==> src/rtl/sad_result_collector.sv <==
// sad_result_collector: tracks the minimum SAD and its raster position over one block search,
// then presents the winner until acknowledged.
module sad_result_collector #(
    parameter int FRAME_W = 64,
    parameter int FRAME_H = 64,
    parameter int WIN_W   = 4,
    parameter int WIN_H   = 4,
    parameter int SAD_W   = 32
) (
    input  logic             Clk,
    input  logic             Rst,
    input  logic             Start,
    input  logic             CandValid,
    input  logic [SAD_W-1:0] CandSad,
    output logic             CandReady,
    input  logic             Ack,
    output logic             Busy,
    output logic             Done,
    output logic [SAD_W-1:0] xCoord,
    output logic [SAD_W-1:0] yCoord,
    output logic [SAD_W-1:0] sad
);
    localparam int MAX_X = FRAME_W - WIN_W;
    localparam int MAX_Y = FRAME_H - WIN_H;
    localparam int XW = MAX_X > 0 ? $clog2(MAX_X + 1) : 1;
    localparam int YW = MAX_Y > 0 ? $clog2(MAX_Y + 1) : 1;
    localparam logic [XW-1:0] LAST_X = XW'(MAX_X);
    localparam logic [YW-1:0] LAST_Y = YW'(MAX_Y);

    typedef enum logic [1:0] {IDLE, SCAN, HOLD} state_t;
    state_t state, state_nxt;

    logic [XW-1:0]    cur_x, best_x, nx_bx;
    logic [YW-1:0]    cur_y, best_y, nx_by;
    logic [SAD_W-1:0] best_sad, nx_bs;
    logic             xfer, last, lt, row_end;

    always_comb begin
        xfer      = CandValid && state == SCAN;
        row_end   = cur_x == LAST_X;
        last      = xfer && row_end && cur_y == LAST_Y;
        lt        = CandSad < best_sad;
        nx_bs     = lt ? CandSad : best_sad;
        nx_bx     = lt ? cur_x : best_x;
        nx_by     = lt ? cur_y : best_y;
        state_nxt = state == IDLE ? (Start ? SCAN : IDLE) :
                    state == SCAN ? (last ? HOLD : SCAN) :
                    (Ack ? IDLE : HOLD);
        CandReady = state == SCAN;
        Busy      = state == SCAN;
        Done      = state == HOLD;
    end

    always_ff @(posedge Clk) begin
        if (Rst) state <= IDLE;
        else     state <= state_nxt;
    end

    always_ff @(posedge Clk) begin
        if (Rst) begin
            cur_x    <= '0;
            cur_y    <= '0;
            best_x   <= '0;
            best_y   <= '0;
            best_sad <= '0;
            xCoord   <= '0;
            yCoord   <= '0;
            sad      <= '0;
        end else if (state == IDLE && Start) begin
            cur_x    <= '0;
            cur_y    <= '0;
            best_x   <= '0;
            best_y   <= '0;
            best_sad <= '1;
        end else if (xfer) begin
            best_sad <= nx_bs;
            best_x   <= nx_bx;
            best_y   <= nx_by;
            cur_x    <= row_end ? '0 : cur_x + 1'b1;
            cur_y    <= row_end ? cur_y + 1'b1 : cur_y;
            // the final candidate's compare result goes straight to the outputs
            if (last) begin
                xCoord <= SAD_W'(nx_bx);
                yCoord <= SAD_W'(nx_by);
                sad    <= nx_bs;
            end
        end
    end
endmodule
==> config.mk <==
export PLATFORM = sky130hd
export DESIGN_NAME = sad_result_collector
export DESIGN_NICKNAME = d
export VERILOG_FILES = /design/src/rtl/sad_result_collector.sv
export SDC_FILE = /design/constraint.sdc
export NUM_CORES = 1
export LEC_CHECK = 0
export ABC_AREA = 1
export BUFFER_PORTS_ARGS = -buffer_cell sky130_fd_sc_hd__clkbuf_2
export CORE_UTILIZATION = 57
export CTS_BUF_LIST = sky130_fd_sc_hd__clkbuf_4
export CTS_CLUSTER_SIZE = 14
export DETAILED_ROUTE_END_ITERATION = 8
export PLACE_DENSITY = 0.83
export SYNTH_ARGS = -nofsm -noshare
export SYNTH_HDL_FRONTEND = slang
export SYNTH_SLANG_ARGS = --single-unit
==> constraint.sdc <==
create_clock -name Clk -period 3.6 [get_ports Clk]
set_input_delay 0.72 -clock Clk [delete_from_list [all_inputs] [get_ports Clk]]
set_output_delay 0.72 -clock Clk [all_outputs]
set_load 0.01 [all_outputs]
* Word level (Yosys, flattened, before mapping) *
Cells that the tools add are included.

cells by class
  bitwise logic cells = 1
  $add $sub $neg = 2
  eq/ne operators = 4
  $lt $le $gt $ge = 1
  reduce and logical (&&, ||, !) cells = 9
  muxes and demuxes = 11

operator list
  cell                                                                   number
  32-bit 2-to-1 mux                                                      3
  32-bit < comparator                                                    1
  6-bit 2-to-1 mux                                                       3
  6-bit by 1-bit adder with 6-bit output, second input constant          2
  6-bit equality test, second input constant                             2
  2-bit 2-to-1 mux                                                       4
  1-bit logical AND                                                      4
  3-bit AND reduction                                                    1
  2-bit by 1-bit equality test with 1-bit output, second input constant  1
  2-bit equality test, second input constant                             1
  2-bit zero test                                                        1
  2-bit AND reduction                                                    1
  2-bit nonzero test                                                     1
  2-bit OR reduction                                                     1
  1-bit 2-to-1 mux                                                       1
  1-bit NOT                                                              1

word-level totals
  register bits after elaboration = 102
  input port bits = 37
  word-level logic and storage cells = 37
  output and inout bits = 99

* Longest topological paths before layout *
Gate-level depths: netlist of run 1.

  depth after elaboration = 7
  gate-level depth with buffers = 17
  depth with buffers taken out = 16

* Worst setup path after synthesis of run 1 *
Ideal clock, no wire load.

  kind = input -> register
  from = in CandSad[21]
  to = reg best_x[1]
  data required time = 3.491 ns
  setup time = 0.109 ns
  path slack = 1.407 ns
  arrival = 2.084 ns
  stages = 12
  cell sequence = ha_1 -> a21oi_1 -> nor2_1 -> nor2_1 -> nand3_1 -> a21oi_4 -> nand2_4 -> buf_6 -> nand2_1 -> nand3_1 -> nand2_1 -> inv_1

on the way
  cells in the longest elaborated chain, start to end = 2

ends and longest elaborated chain
  item                  RTL line  source
  from (decl)           14        input logic [SAD_W-1:0] CandSad,
  32-bit < comparator   42        lt = CandSad < best_sad;
  6-bit 2-to-1 mux      44        nx_bx = lt ? cur_x : best_x;
  to (signal assigned)  77        best_x <= nx_bx;
  to (decl)             33        logic [XW-1:0] cur_x, best_x, nx_bx;

No other way between the ends.
A chain may end at the register's enable or synchronous reset.

* Worst setup path in the final report of run 1 *
  from = reg best_sad[27]
  to = reg best_sad[22]

on the way
  cells in the longest elaborated chain, start to end = 4

ends and longest elaborated chain
  item                    RTL line  source
  from (decl)             35        logic [SAD_W-1:0] best_sad, nx_bs;
  from (signal assigned)  76        best_sad <= nx_bs;
  32-bit < comparator     42
  32-bit 2-to-1 mux       43        nx_bs = lt ? CandSad : best_sad;
  32-bit 2-to-1 mux       75        end else if (xfer) begin
  32-bit 2-to-1 mux       69        end else if (state == IDLE && Start) begin

No other way between the ends. The select of a mux whose other input is x is not followed.

==> out/summary.txt, run 1 <==
core footprint: 10400 um^2
worst hold path class: input port to flip-flop
commonest cells after routing, fill and taps aside: nand2_1, inv_1, nand3_1
fin crit period: 2.45 ns
PortBufs: 83
Starting Density: 58.8%
setup slack at placement: 0.728 ns
Die W: 105 um
leading cell type in the layout, fill and taps excluded: nand2_1
worst hold stages: 2
# setup viols final: 0
Startpoint Class: flip-flop
fillers: 1002
Sum Neg Setup Slack: 0 ns
Power Density: 368 nW/um^2
crit path capture type: flip-flop
Clock Skew: 0.0176 ns
Rows: 37
EDFF count, synth: 0
clk sinks: 102
routability congestion estimate: 0.814
Mapped Cells: 879
Critical Path RT: 3.96 ns
dominant synthesized flop cell: dfxtp_1
asr flop ratio synth: 0%
Syn Area/Cell: 6.94 um^2
post-synthesis sequential area ratio: 33.5%
Final Hold Violating Endpoints: 0
FF-to-FF path depth: 12
total chip power: 2370 uW
gr usage total: 23.2%
initial DRC count: 296
post-synth top area share: 33.5%
vias in the first global route: 4701
Slew @ Worst Pin: 1.06 ns
hold_buf cts: 0
top cell type by total area after synthesis: dfxtp_1
H-Tree Depth: 3
die area: 11100 um^2
antenna cells: 0
Final Cycle Share: 68.1%
largest net degree at the start of global routing: 78
Final WS setup: 1.15 ns
first-pass GRT wire length: 21.1 mm
maximum vdd drop: 0.000243 V
vias per std cell: 4.97
total placed cells including tap cells: 1063
antenna-violating nets left: 0
I/O Pins: 136
Nets: 1010
routed wire length: 12.5 mm
Root Buffer: clkbuf_4
total grt overflow: 0
Slew Limit Headroom: 29.0%
DP HPWL: 8.31 mm
Via Count: 5368
CTS tree: built
#FFs+latches synth: 102
drt wl/cell: 11.6 um
Reg clk slew, reported paths: 0.15 ns
antenna violations before repair: 0
drt drc: 0
number of warnings issued by yosys: 0
Max Slew Vio Count: 0
RSZ-0062 raised after global routing: no
Clock Latency Late Sink: 0.45 ns
largest cells by area after synthesis: dfxtp_1, nand3_1, nand2_1
CTS Buf Count: 9
die height: 105 um
worst endpoint data arrival time: 2.81 ns
CTS Buffer Depth: 2
share of cells above drive strength 1: 12.2%
Max FO, Critical Path: 44
maxcap violations: 0
critical path class: flip-flop to flip-flop
post-synthesis instance area: 6100 um^2
max frequency: 0.408 GHz
drt pass-1 iters: 5
status: complete, no violations
post-route insts no fill: 1079
Unique masters post-synth: 29
Layout area overhead: 5.56%
Post-CTS Setup Inserts: 0
Leak: 0.00359 uW
Post-CTS Resized: 0
where the power goes:
group / switching, uW / internal (uW)
clock: 371 / 223
combinational: 366 / 179
sequential: 40.8 / 1190
flip-flops by register name, summed over array words and instances (netlist names):
signal    cells
best_sad     32
sad          32
best_x        6
best_y        6
cur_x         6
cur_y         6
xCoord        6
yCoord        6
state         2
critical path, stage by stage (launching register included):
cell	delay, ns
dfxtp_1	0.38
inv_1	0.05
ha_1	0.29
a21oi_1	0.14
o21ai_0	0.10
nand2_1	0.07
nand2_1	0.10
a21oi_4	0.38
nand2_4	0.40
nand2_1	0.20
nand3_1	0.10
nand2_1	0.10
inv_1	0.04
area by class of cell:
class	instances	area, um^2	share of cell area [%]
multi-input combinational	561	2960	46.0
sequential	102	2040	31.7
inverter	175	659	10.2
timing repair buffer	89	473	7.34
tap	136	170	2.64
clock buffer	11	82.6	1.28
clock inverter	5	50.0	0.777
through the flow:
step	hold slack, ns	instance area (um^2)	util, %
final	0.423	6440	62.1
after global routing	0.401	6440	62.1
after CTS	0.407	6440	62.1
after detailed placement	0.498	6310	60.8
after global placement	0.486	6310	60.8
after floorplan	0.451	6290	-
logic make-up (layout without fill, tap and decap cells):
kind of cell               after synthesis  count (layout)  synth area share (%)
buffers and inverters                  267             280                  21.1
and+or+nand+nor                        349             349                  25.2
DFF                                    102             102                  33.5
adders and majority gates               35              35                  7.18
AOI/OAI and AO/OA                      123             123                  12.7
other                                    1              52                0.0615
xor gates and xnor gates                 2               2                 0.287
cell usage after synthesis, types with 2 or more instances:
library cell / count
a21oi_1: 22
buf_2: 13
buf_4: 57
buf_6: 7
clkbuf_1: 14
clkinv_2: 2
dfxtp_1: 102
ha_1: 35
inv_1: 170
inv_2: 2
nand2_1: 174
nand2_2: 3
nand2_4: 2
nand3_1: 140
nand4_1: 2
nor2_1: 18
nor3_1: 6
nor3b_1: 2
o21a_1: 58
o21ai_0: 40
xor2_1: 2
routing by layer:
| metal | vias up | part of all wire (%) | global-route usage (%) |
|---|---|---|---|
| met1 | 2405 | 45 | 28.7 |
| met2 | 165 | 47 | 40.2 |
| met3 | 20 | 6.2 | 4.76 |
| li1 | 2778 | - | - |
| met5 | - | 0 | 0 |
| met4 | 0 | 1.6 | 7.44 |
path summary, 6_finish.rpt:
path / startpoint / endpoint / slack (ns)
worst max-delay path: best_sad[27]$_SDFFE_PP0P_ / best_sad[22]$_SDFFE_PP0P_ / 1.15
worst min-delay path: Rst / state[0]$_SDFF_PP0_ / 0.42
worst max register to register: best_sad[27]$_SDFFE_PP0P_ / best_sad[22]$_SDFFE_PP0P_ / 1.15
worst min register to register: cur_y[4]$_SDFFE_PP0P_ / cur_y[4]$_SDFFE_PP0P_ / 0.51
Note: power is estimated with default switching activity, not from simulation.
==> run 2: changes to the inputs <==
--- a/config.mk
+++ b/config.mk
@@ -5,9 +5,9 @@
 export SDC_FILE = /design/constraint.sdc
 export NUM_CORES = 1
 export LEC_CHECK = 0
-export ABC_AREA = 1
+export ABC_AREA = 0
 export BUFFER_PORTS_ARGS = -buffer_cell sky130_fd_sc_hd__clkbuf_2
-export CORE_UTILIZATION = 57
+export CORE_UTILIZATION = 56
 export CTS_BUF_LIST = sky130_fd_sc_hd__clkbuf_4
 export CTS_CLUSTER_SIZE = 14
 export DETAILED_ROUTE_END_ITERATION = 8
==> constraint.sdc (replaced) <==
create_clock -name Clk -period 2.35 [get_ports Clk]
set_input_delay 0.47 -clock Clk [delete_from_list [all_inputs] [get_ports Clk]]
set_output_delay 0.47 -clock Clk [all_outputs]
set_load 0.01 [all_outputs]
==> out/summary.txt, run 2 <==
Power Density: 519 nW/um^2
complex-gate fraction of the synthesized area: 17.0%
share of cells above drive strength 1: 31.9%
top cell type by total area after synthesis: dfxtp_1
PortBufs: 83
Unique masters post-synth: 47
post-synthesis xor/xnor area fraction: 1.50%
clk sinks: 102
total chip power: 3820 uW
vias in the first global route: 5098
CTS Buf Count: 9
Nets: 876
Via Count: 5700
# setup viols final: 78
Post-synth top cells: dfxtp_1, nor2_1, buf_4
top flop regs: best_sad (32), sad (32)
fin util: 73.9%
Syn Area/Cell: 8.67 um^2
Die W: 104 um
Max FO, Critical Path: 6
core footprint: 9950 um^2
initial DRC count: 477
mux share of post-synthesis cell area: 7.72%
vias per std cell: 6.05
drt drc: 0
max frequency: 0.393 GHz
leading cell type in the layout, fill and taps excluded: clkbuf_2
critical path's slowest cell: dfxtp_1
total placed cells including tap cells: 888
drt wl/cell: 19.3 um
total grt overflow: 0
Mapped Cells: 673
EDFF count, synth: 0
die height: 104 um
adder-cell share of the synthesized area: 7.50%
Final Hold Violating Endpoints: 0
CTS Buffer Depth: 2
cell with the most instances after synthesis: dfxtp_1
number of warnings issued by yosys: 0
CP Cell Sequence: inv_1 > ha_1 > a2111o_1 > a32o_2 > o21a_4 > nor3_4 > buf_6 > clkbuf_16 > mux2i_1
maximum vdd drop: 0.000336 V
Slew @ Worst Pin: 0.691 ns
largest cells by area after synthesis: dfxtp_1, mux2i_1, buf_4
critical path class: flip-flop to flip-flop
antenna cells: 0
drt pass-1 iters: 5
CP max stage delay: 0.44 ns
Sum Neg Setup Slack: -6.93 ns
routability congestion estimate: 0.870
status: finished with violations
Critical Path RT: 2.73 ns
dominant synthesized flop cell: dfxtp_1
Clock Latency Late Sink: 0.47 ns
first-pass GRT wire length: 24.1 mm
RSZ-0062 raised after global routing: yes
Final WS setup: -0.198 ns
asr flop ratio synth: 0%
WP buf/inv: 3
worst hold path class: input port to flip-flop
Slew Limit Headroom: 53.8%
fin crit period: 2.55 ns
routed wire length: 18.2 mm
commonest cells after routing, fill and taps aside: clkbuf_2, dfxtp_1, nor2_1
gr usage total: 27.4%
Starting Density: 58.6%
die area: 10800 um^2
maxcap violations: 0
main combinational cell family by area after synthesis: simple AND/OR/NAND/NOR gates
Final Cycle Share: 108%
crit path capture type: flip-flop
post-synthesis sequential area ratio: 35.0%
Synth Area in Simple Gates: 17.2%
I/O Pins: 136
Layout area overhead: 26.1%
Max Slew Vio Count: 0
CTS tree: built
Startpoint Class: flip-flop
largest net degree at the start of global routing: 112
#FFs+latches synth: 102
Leak: 0.00305 uW
antenna violations before repair: 0
H-Tree Depth: 3
post-synth top area share: 35.0%
Rows: 36
post-synthesis instance area: 5840 um^2
Clock Skew: 0.0394 ns
hold_buf cts: 0
DP HPWL: 9.61 mm
worst endpoint data arrival time: 2.93 ns
CP top delay family: compound AO/OA/AOI/OAI gates
setup slack at placement: -0.371 ns
Reg clk slew, reported paths: 0.17 ns
failing checks: negative setup slack
antenna-violating nets left: 0
Root Buffer: clkbuf_4
post-route insts no fill: 942
==> run 2: changes by cell type after synthesis, sizes merged, moves of 15 or more <==
cell,before,now
a311oi,0,36
nand2,179,33
nand2b,0,34
o21a,58,2
clkbuf,14,29
nor2,19,68
o21bai,1,32
nand3,140,42
mux2i,0,45
inv,172,39
==> run 2: layout make-up <==
type	count	area, um^2
flip-flops and latches	102	2070
multi-input cells	485	3450
fillers	619	2590
clock inverters	6	47.5
inverters	39	146
well taps	133	166
repair buffers	167	1410
clock buffers	10	75.1
==> run 2: kinds of logic after synthesis <==
family / Yosys count
other: 1
muxes: 45
DFF: 102
and+or+nand+nor: 204
AOI/OAI and AO/OA: 139
adders and majority gates: 35
xor gates and xnor gates: 10
buffers and inverters: 137
==> run 2: timing repair <==
item | 4_1_cts | 5_1_grt
setup endpoints to repair | 88 | 88
buffers inserted | 16 | 12
gates cloned | 3 | 9
pin swaps | 11 | 20
endpoints found under the hold margin | 0 | 0
resized for setup | 37 | 79
==> run 2: tightest hold or removal path, cell delays in order <==
cell	delay, ns
clkbuf_2	0.10
nand2b_1	0.07
mux2i_1	0.06
==> run 2: final timing paths <==
check / start / endpoint / slack [ns] / depth (start not counted)
worst max-delay path: best_sad[3]$_SDFFE_PP0P_ / best_sad[24]$_SDFFE_PP0P_ / -0.20 / 9
worst min-delay path: CandSad[29] / best_sad[29]$_SDFFE_PP0P_ / 0.26 / 3
worst max register to register: best_sad[3]$_SDFFE_PP0P_ / best_sad[24]$_SDFFE_PP0P_ / -0.20 / 9
worst min register to register: best_x[0]$_SDFFE_PP0P_ / best_x[0]$_SDFFE_PP0P_ / 0.47 / 2
==> run 2: metrics by stage <==
stage               cell area, um^2  hold WS, ns
floorplan                      6030        0.431
global placement               6380        0.439
detailed placement             6380        0.449
CTS                            6830        0.252
global route                   7360        0.280
finish                         7360        0.265
==> run 2: report_power, final <==
part | total [uW] | internal [uW] | switching, uW
logic | 1080 | 493 | 588
registers | 1860 | 1800 | 54.0
clock network | 886 | 238 | 649
==> run 2: layer usage <==
metal	vias up	global-route usage (%)	wire [um]
met4	0	13.3	1010
met1	2743	33.5	6950
met2	338	47.1	8670
met3	101	3.76	1590
met5	-	0	0
li1	2518	-	-
==> run 3: changes to the inputs <==
==> constraint.sdc (replaced) <==
create_clock -name Clk -period 2.35 [get_ports Clk]
set_input_delay 0.47 -clock Clk [delete_from_list [all_inputs] [get_ports Clk]]
set_output_delay 0.47 -clock Clk [all_outputs]
set_load 0.1 [all_outputs]
==> out/summary.txt, run 3 (synthesis gave the netlist of run 2 again) <==
antenna violations before repair: 0
H-Tree Depth: 3
Layout area overhead: 23.0%
Clock Skew: 0.0303 ns
antenna cells: 0
maximum vdd drop: 0.000371 V
clk sinks: 102
Max Slew Vio Count: 0
initial DRC count: 419
total grt overflow: 0
drt wl/cell: 18.0 um
Final Hold Violating Endpoints: 0
CTS Buf Count: 9
DP HPWL: 9.29 mm
PortBufs: 83
Nets: 863
die height: 104 um
Starting Density: 58.6%
first-pass GRT wire length: 22.1 mm
routed wire length: 16.7 mm
status: finished with violations
Rows: 36
crit path capture type: flip-flop
share of cells above drive strength 1: 30.3%
Reg clk slew, reported paths: 0.15 ns
gr usage total: 24.7%
I/O Pins: 136
top flop regs: best_sad (32), sad (32)
Root Buffer: clkbuf_4
fin util: 72.1%
combined flip-flop and latch cell area: 2070 um^2
Clock Latency Late Sink: 0.49 ns
Leak: 0.00296 uW
layer with the highest usage: met2
worst endpoint data arrival time: 3.14 ns
routability congestion estimate: 0.814
fin crit period: 2.77 ns
drt drc: 1
Multi-input gate area: 3450 um^2
Startpoint Class: flip-flop
# setup viols final: 80
vias in the first global route: 4798
CTS Buffer Depth: 2
grt met3 use: 4.32%
RSZ-0062 raised after global routing: yes
failing checks: design-rule violations, negative setup slack
worst reg2reg setup slack: -0.42 ns
CTS tree: built
Via Count: 5458
Final Cycle Share: 118%
met2 Use GR: 43.9%
drt pass-1 iters: 7
DP Area: 6390 um^2
hold_buf cts: 0
Finished Cell Area: 7180 um^2
Max FO, Critical Path: 36
die area: 10800 um^2
met1 Use GR: 30.5%
Final WS setup: -0.416 ns
antenna-violating nets left: 0
core footprint: 9950 um^2
Die W: 104 um
max frequency: 0.361 GHz
Slew @ Worst Pin: 0.677 ns
Critical Path RT: 2.72 ns
worst hold path class: input port to flip-flop
vias per std cell: 5.88
commonest cells after routing, fill and taps aside: dfxtp_1, clkbuf_2, nor2_1
fillers: 641
largest net degree at the start of global routing: 112
Power Density: 549 nW/um^2
maxcap violations: 0
critical path class: flip-flop to flip-flop
Slew Limit Headroom: 54.7%
## run 3: worst max-delay path, cell delays in order, from the launching register on
cell      delay [ns]
dfxtp_2         0.38
inv_2           0.05
ha_4            0.26
and2_4          0.13
buf_4           0.10
nand4_1         0.21
o211ai_1        0.56
clkbuf_8        0.45
o21ai_0         0.18
a311oi_1        0.34
## run 3: cell type report
cell class	count	share of cell area, %
tap	133	2.32
clock buffer	10	1.05
timing repair buffer	154	17.2
inverter	39	2.04
sequential	102	28.8
clock inverter	6	0.540
multi-input combinational	485	48.1
## run 3: power by group
part	switching, uW	total (uW)	internal, uW
logic	854	1230	374
clock network	629	856	227
registers	58.1	1860	1800
total	1540	3940	2400
## run 3: metal layers
layer | part of all wire (%) | up-vias
met5 | 0 | -
met4 | 3.5 | 0
met3 | 8.6 | 70
met2 | 49 | 299
met1 | 39 | 2613
li1 | - | 2476
## run 3: final timing paths
| check | startpoint | end | cells past startpoint |
|---|---|---|---|
| worst min register to register | best_x[2]$_SDFFE_PP0P_ | best_x[2]$_SDFFE_PP0P_ | 2 |
| worst max register to register | best_sad[27]$_SDFFE_PP0P_ | yCoord[1]$_SDFFE_PP0P_ | 9 |
| worst min-delay path | Start | state[0]$_SDFF_PP0_ | 3 |
| worst max-delay path | best_sad[27]$_SDFFE_PP0P_ | yCoord[1]$_SDFFE_PP0P_ | 9 |
## run 3: per-stage QoR
stage               instances  setup TNS (ns)  hold WS [ns]  setup WS, ns  total power, uW
floorplan                 724          -0.323         0.431       -0.0162             2750
global placement          890          -14.44         0.439        -0.210             2870
detailed placement        890          -23.66         0.449        -0.366             2910
CTS                       908         -0.0113         0.248      -0.00651             3730
global route              929          -26.16         0.243        -0.488             4090
finish                    929          -19.35         0.232        -0.416             3940
## run 3: what timing repair did
item,4_1_cts,5_1_grt
buffers inserted,2,11
setup endpoints to repair,84,88
pin swaps,4,33
cloned,0,10
gates resized for setup,22,75
hold endpoints to repair,0,0
